$ cat src/rtl/spi_slave_sync.sv
// SPI slave (LSB first, sample on sclk fall, launch on sclk rise) fully synchronised to i_clk.
// Define SPI_SLV_ECHO_EN to send the last received byte when no tx byte is held.
module spi_slave_sync #(
    parameter int SYNC_STAGES = 2
) (
    input  logic       i_clk,
    input  logic       i_rst,
    input  logic       i_sclk,
    input  logic       i_cs,
    input  logic       i_sdi,
    output logic       o_sdo,
    input  logic [7:0] i_tx_data,
    input  logic       i_tx_valid,
    output logic       o_tx_ready,
    output logic [7:0] o_rx_data,
    output logic       o_rx_valid,
    output logic       o_frame_err,
    output logic       o_busy
);

    typedef enum logic {StIdle = 1'b0, StShift = 1'b1} state_e;

    state_e                 r_state, w_state_nxt;
    logic [SYNC_STAGES-1:0] r_sclk_sync, r_cs_sync, r_sdi_sync, r_fill;
    logic                   r_sclk_prev, r_cs_prev, r_cs_armed;
    logic [2:0]             r_cnt;
    logic [7:0]             r_tx_shift, r_hold, r_rx_data;
    logic [6:0]             r_rx_shift;
    logic                   r_hold_full, r_sdo, r_rx_valid, r_frame_err;

    logic       w_sclk_s, w_cs_s, w_sdi_s;
    logic       w_sclk_fall, w_sclk_rise, w_cs_fall, w_cs_rise;
    logic       w_start, w_stop, w_fall_ev, w_rise_ev, w_byte_done, w_load;
    logic       w_accept;
    logic [7:0] w_rx_byte, w_fallback, w_load_byte;

    assign w_sclk_s = r_sclk_sync[SYNC_STAGES-1];
    assign w_cs_s   = r_cs_sync[SYNC_STAGES-1];
    assign w_sdi_s  = r_sdi_sync[SYNC_STAGES-1];

    // r_fill marks when the chain holds real pin samples; cs must be seen high after
    // that before a falling edge may open a frame (cs held low through reset is ignored).
    always_ff @(posedge i_clk or posedge i_rst) begin
        if (i_rst) begin
            r_sclk_sync <= '0;
            r_cs_sync   <= '1;
            r_sdi_sync  <= '0;
            r_fill      <= '0;
            r_sclk_prev <= 1'b0;
            r_cs_prev   <= 1'b1;
            r_cs_armed  <= 1'b0;
        end else begin
            r_sclk_sync <= {r_sclk_sync[SYNC_STAGES-2:0], i_sclk};
            r_cs_sync   <= {r_cs_sync[SYNC_STAGES-2:0], i_cs};
            r_sdi_sync  <= {r_sdi_sync[SYNC_STAGES-2:0], i_sdi};
            r_fill      <= {r_fill[SYNC_STAGES-2:0], 1'b1};
            r_sclk_prev <= w_sclk_s;
            r_cs_prev   <= w_cs_s;
            if (r_fill[SYNC_STAGES-1] && w_cs_s) begin
                r_cs_armed <= 1'b1;
            end
        end
    end

    assign w_sclk_fall = r_sclk_prev & ~w_sclk_s;
    assign w_sclk_rise = ~r_sclk_prev & w_sclk_s;
    assign w_cs_fall   = r_cs_prev & ~w_cs_s & r_cs_armed;
    assign w_cs_rise   = ~r_cs_prev & w_cs_s;

    assign w_start     = (r_state == StIdle) && w_cs_fall;
    assign w_stop      = (r_state == StShift) && w_cs_rise;
    assign w_fall_ev   = (r_state == StShift) && !w_cs_rise && w_sclk_fall;
    assign w_rise_ev   = (r_state == StShift) && !w_cs_rise && w_sclk_rise;
    assign w_byte_done = w_fall_ev && (r_cnt == 3'd7);
    assign w_load      = w_start || w_byte_done;
    assign w_rx_byte   = {w_sdi_s, r_rx_shift};

`ifdef SPI_SLV_ECHO_EN
    assign w_fallback = w_byte_done ? w_rx_byte : r_rx_data;
`else
    assign w_fallback = 8'h00;
`endif

    assign w_load_byte = r_hold_full ? r_hold : w_fallback;
    assign w_accept    = i_tx_valid && !r_hold_full;

    always_ff @(posedge i_clk or posedge i_rst) begin
        if (i_rst) begin
            r_state <= StIdle;
        end else begin
            r_state <= w_state_nxt;
        end
    end

    always_comb begin
        w_state_nxt = r_state;
        unique case (r_state)
            StIdle:  if (w_cs_fall) w_state_nxt = StShift;
            StShift: if (w_cs_rise) w_state_nxt = StIdle;
            default: w_state_nxt = StIdle;
        endcase
    end

    always_comb begin
        o_busy      = (r_state == StShift);
        o_sdo       = r_sdo;
        o_tx_ready  = ~r_hold_full;
        o_rx_data   = r_rx_data;
        o_rx_valid  = r_rx_valid;
        o_frame_err = r_frame_err;
    end

    always_ff @(posedge i_clk or posedge i_rst) begin
        if (i_rst) begin
            r_cnt       <= 3'd0;
            r_tx_shift  <= 8'h00;
            r_rx_shift  <= 7'h00;
            r_rx_data   <= 8'h00;
            r_rx_valid  <= 1'b0;
            r_frame_err <= 1'b0;
            r_sdo       <= 1'b0;
        end else begin
            r_rx_valid  <= 1'b0;
            r_frame_err <= 1'b0;
            if (w_start) begin
                r_cnt      <= 3'd0;
                r_tx_shift <= w_load_byte;
                r_sdo      <= w_load_byte[0];
            end
            if (w_stop) begin
                r_cnt       <= 3'd0;
                r_sdo       <= 1'b0;
                r_frame_err <= (r_cnt != 3'd0);
            end
            if (w_fall_ev) begin
                r_rx_shift <= w_rx_byte[7:1];
                r_cnt      <= r_cnt + 3'd1;
                if (w_byte_done) begin
                    r_rx_data  <= w_rx_byte;
                    r_rx_valid <= 1'b1;
                    r_tx_shift <= w_load_byte;
                    r_sdo      <= w_load_byte[0];
                end
            end
            // counter 0 means bit 0 was already driven at load time
            if (w_rise_ev && (r_cnt != 3'd0)) begin
                r_sdo <= r_tx_shift[r_cnt];
            end
        end
    end

    always_ff @(posedge i_clk or posedge i_rst) begin
        if (i_rst) begin
            r_hold_full <= 1'b0;
            r_hold      <= 8'h00;
        end else if (w_accept) begin
            r_hold_full <= 1'b1;
            r_hold      <= i_tx_data;
        end else if (w_load && r_hold_full) begin
            r_hold_full <= 1'b0;
        end
    end

endmodule

$ cat config.mk
export PLATFORM = sky130hd
export DESIGN_NAME = spi_slave_sync
export DESIGN_NICKNAME = d
export VERILOG_FILES = /design/src/rtl/spi_slave_sync.sv
export SDC_FILE = /design/constraint.sdc
export NUM_CORES = 1
export LEC_CHECK = 0
export ABC_AREA = 1
export CAP_MARGIN = 20
export CORE_ASPECT_RATIO = 1.25
export CORE_MARGIN = 2
export CORE_UTILIZATION = 25
export DETAILED_ROUTE_END_ITERATION = 10
export HOLD_SLACK_MARGIN = 0.06
export SETUP_SLACK_MARGIN = 0.5
export SYNTH_ARGS = -nofsm -noshare
export SYNTH_HDL_FRONTEND = slang
export SYNTH_SLANG_ARGS = --single-unit
$ cat constraint.sdc
create_clock -name i_clk -period 3.1 [get_ports i_clk]
set_input_delay 0.93 -clock i_clk [delete_from_list [all_inputs] [get_ports i_clk]]
set_output_delay 0.93 -clock i_clk [all_outputs]
set_load 0.005 [all_outputs]
======== After elaboration in Yosys (flattened, before gate mapping) ========
Cells that the tools add are included.
storage, ports and cells
  logic and storage cells ................. 70
  register bits after elaboration ......... 50
  RAM bits ................................ 0
  memories kept ........................... 0
  input port bits ......................... 14
  output and inout bits ................... 13
  bits in latches ......................... 0
  bits in read-only memories .............. 0
operators by class
  equal/unequal tests ..................... 1
  multiply operators ...................... 0
  bitwise operators ....................... 11
  $add $sub $neg .......................... 1
  div/mod/pow operators ................... 0
  shift-type cells ........................ 0
  reductions and logical operators ........ 17
  multiplexer cells ....................... 22
  magnitude comparators ................... 1
operators by type and width
  kind                   count
  $mux W8                4
  $mux W1                13
  $logic_and A1 B1 Y1    10
  $mux W3                3
  $not A1 Y1             6
  $reduce_bool A3 Y1     2
  $and A1 B1 Y1          5
  $lt A3 B4 Y1 const B   1
  $add A3 B1 Y3 const B  1
  $bmux W1 S3            1
  $eq A3 B3 Y1 const B   1
  $logic_not A1 Y1       2
  $pmux W1 S2            1
  $reduce_and A2 Y1      1
  $reduce_bool A2 Y1     1
  $logic_or A1 B1 Y1     1

======== Longest topological paths before layout ========
  depth in word-level cells ............... 10
  gate-level depth with buffers ........... 9
  gate-level depth less buffers ........... 8

======== Least setup slack after synthesis ========
OpenSTA, ideal clock, no wires.
  path kind ............................... reg2out
  from .................................... register r_hold_full
  to ...................................... output port o_tx_ready
  stages on the path, launching flop included .. 3
  setup slack ............................. 1.572 ns
  arrival time ............................ 0.598 ns
  data required time ...................... 2.170 ns
  path buffers ............................ 1
  cells stage by stage .................... dfrtp_1 -> buf_2 -> inv_1
on the way
  cells in the longest elaborated chain, start to end .. 1
RTL lines
  element                 RTL line  source
  start, declared         29        logic r_hold_full, r_sdo, r_rx_valid, r_frame_err;
  start signal, assigned  154       r_hold_full <= 1'b0;
  start signal, assigned  157       r_hold_full <= 1'b1;
  start signal, assigned  160       r_hold_full <= 1'b0;
  $not A1 Y1              107       o_tx_ready = ~r_hold_full;
  end, declared           14        output logic o_tx_ready,
Every way passes these cells.

======== Worst setup path in the final report ========
Ends and elaborated chain as after synthesis.

==> summary.txt <==
# Post-CTS Setup Buffers -> 0
Final #Nets -> 240
cts hold-fix bufs -> 0
GRT overflow -> 0
Area Growth Syn to Fin -> 23.7%
ys async rst share -> 100%
Leakage -> 1.18 nW
status -> finished clean
TritonRoute pass-1 iters -> 4
Detail Placement HPWL -> 2.52 mm
Worst EP required -> 2.17 ns
beginning of the critical path -> r_hold_full
Yosys reg bits -> 50
worst reg2reg path startpoint -> r_cnt[0]
DIE AREA -> 8750 um^2
Worst Setup End Kind -> primary output
Seq/Total Area, Yosys -> 62.6%
area leader, netlist -> dfrtp_1
EDFF count, synth -> 0
Commonest cells post-synth -> 59 x nand2_1, 47 x dfrtp_1, 19 x nand3_1
fin crit period -> 2.37 ns
Setup TNS -> 0 ns
unrepaired setup endpoints after global routing -> no
# resized after CTS -> 0
Ports -> 27
Cell Chain, Critical Path -> inv_1, clkdlybuf4s50_1
initial antenna violation count -> 0
drt wl/cell -> 10.9 um
DIE HEIGHT -> 104 um
Initial Util -> 25.7%
hold wc startpoint -> r_sclk_sync[0]
max-cap violations -> 0
DP Worst Slack -> 1.06 ns
Crit path largest cell delay -> 0.51 ns
FMAX -> 422 MHz
H-tree Lvls -> 2
final-report max-slew violation count -> 0
WL final -> 3.46 mm
Die Wd -> 84.1 um
Num CTS Buffers -> 5
core area -> 7790 um^2
drt initial violations -> 52
Rows -> 36
Syn Inst Count -> 192
Final Hold Fails -> 0
layout cells sized above 1 -> 13.4%
IO Port Bufs -> 26
GRT Total Usage -> 8.68%
via count -> 1332
drc violations -> 0
top_reg_cell synth -> dfrtp_1
clk_lat worst skew -> 0.30 ns
Clk Tree Root Cell -> clkbuf_8
crit share post-route -> 76.4%
Clock Skew -> 0.00655 ns
routability cong. -> 0.732
syn avg cell area -> 10.4 um^2
Mapped Nets -> 209
CTS tree -> done
clock sinks -> 50
top post-synthesis cells by area -> dfrtp_1 59%, nand2_1 11%, nand3_1 4.7%, mux2_2 4.5%, dfstp_2 3.9%
Worst-path clk slew -> 0.09 ns
most frequent cell after synthesis -> nand2_1
Routed Antenna Nets -> 0
count of cell types in the netlist -> 26
worst endpoint data arrival time -> 1.44 ns
Via density -> 4.18
P per Cell Area -> 678 nW/um^2
largest net degree at the start of global routing -> 25
CP max stage cell -> clkdlybuf4s50_1
Critical Path Source Type -> flip-flop
clk buf depth -> 2
Least-Margin Pin Slew -> 0.499 ns
vias in the first global route -> 1361
Tightest Hold Check Type -> flip-flop to flip-flop
CP max FO -> 10
worst setup path class -> flip-flop to primary output
antenna cells -> 0
top-area cell type share of the netlist area -> 58.7%
first-pass GRT wire length -> 6.13 mm
Final setup viols -> 0
Yosys warning count -> 0
Final WS setup -> 0.733 ns
Max-slew headroom -> 66.7%
Synth Cell Area -> 2000 um^2
Max rail drop VDD -> 438 uV
==> sequential cells by signal, indices dropped and copies added (netlist names), 2 cells and up <==
register     cells
r_rx_shift       7
r_hold           8
r_tx_shift       8
r_sclk_sync      2
r_cs_sync        2
r_fill           2
r_sdi_sync       2
r_cnt            3
o_rx_data        8
==> cells by family after synthesis <==
family	share of synthesized area, %
simple gates	20.3
flops	62.6
buf+inv	4.87
compound gates	5.62
mux	4.49
fa+ha+maj	1.87
other cells	0.187
==> where the power goes <==
part	switching (mW)	total [mW]	internal, mW
logic	0.160	0.330	0.170
registers	0.103	0.907	0.803
clock network	0.203	0.445	0.242
==> critical path, delay by kind of cell, from the launching register on <==
kind,cells,cell delay [ns]
buffers and inverters,2,0.65
flip-flops,1,0.49
==> per-stage QoR <==
stage	instance area [um^2]	util, %	hold WS, ns	power (mW)	instances
floorplan	2000	-	0.331	1.14	192
global placement	2370	30.4	0.336	1.24	311
detailed placement	2370	30.4	0.341	1.26	311
CTS	2480	31.8	0.358	1.70	319
global route	2480	31.8	0.367	1.79	319
finish	2480	31.8	0.355	1.68	319
==> layout make-up <==
class | count | area [um^2]
Fill cell | 819 | 5310
Timing Repair Buffer | 28 | 275
Tap cell | 95 | 119
Inverter | 19 | 71.3
Multi-Input combinational cell | 119 | 652
Clock inverter | 1 | 30.0
Clock buffer | 7 | 76.3
Sequential cell | 50 | 1250
==> per-layer routing <==
layer  part of all wire (%)  GRT usage [%]  up-vias  routed length (um)
met1                     45           11.1      623                1560
met2                     49           13.8       31                1700
li1                       -              -      673                   -
met5                      0              0        -                   0
met4                    1.6           3.11        0                  56
met3                    4.4           2.70        5                 154
==> placed cells by master, fill, tap and decap left out, types with 2 or more instances in the layout <==
master,instances
buf_4,2
clkbuf_1,2
clkbuf_8,5
clkdlybuf4s50_1,26
dfrtp_1,47
dfstp_2,3
ha_1,3
inv_1,16
inv_2,2
mux2_2,8
nand2_1,59
nand2_2,2
nand2_4,2
nand3_1,19
nor2_1,3
o211ai_1,3
o21ai_0,9
o21ai_1,2
==> final timing paths <==
| kind | to | slack, ns | depth (start not counted) |
|---|---|---|---|
| worst max register to register | o_rx_data[2] | 1.40 | 6 |
| worst max-delay path | o_tx_ready | 0.73 | 2 |
| max in group asynchronous | r_cs_prev | 1.52 | 3 |
| min in group asynchronous | o_rx_data[7] | 0.97 | 2 |
| worst min register to register | r_sclk_sync[1] | 0.35 | 0 |
| worst min-delay path | r_sclk_sync[1] | 0.35 | 0 |
Power figures use the tool's default switching activity.
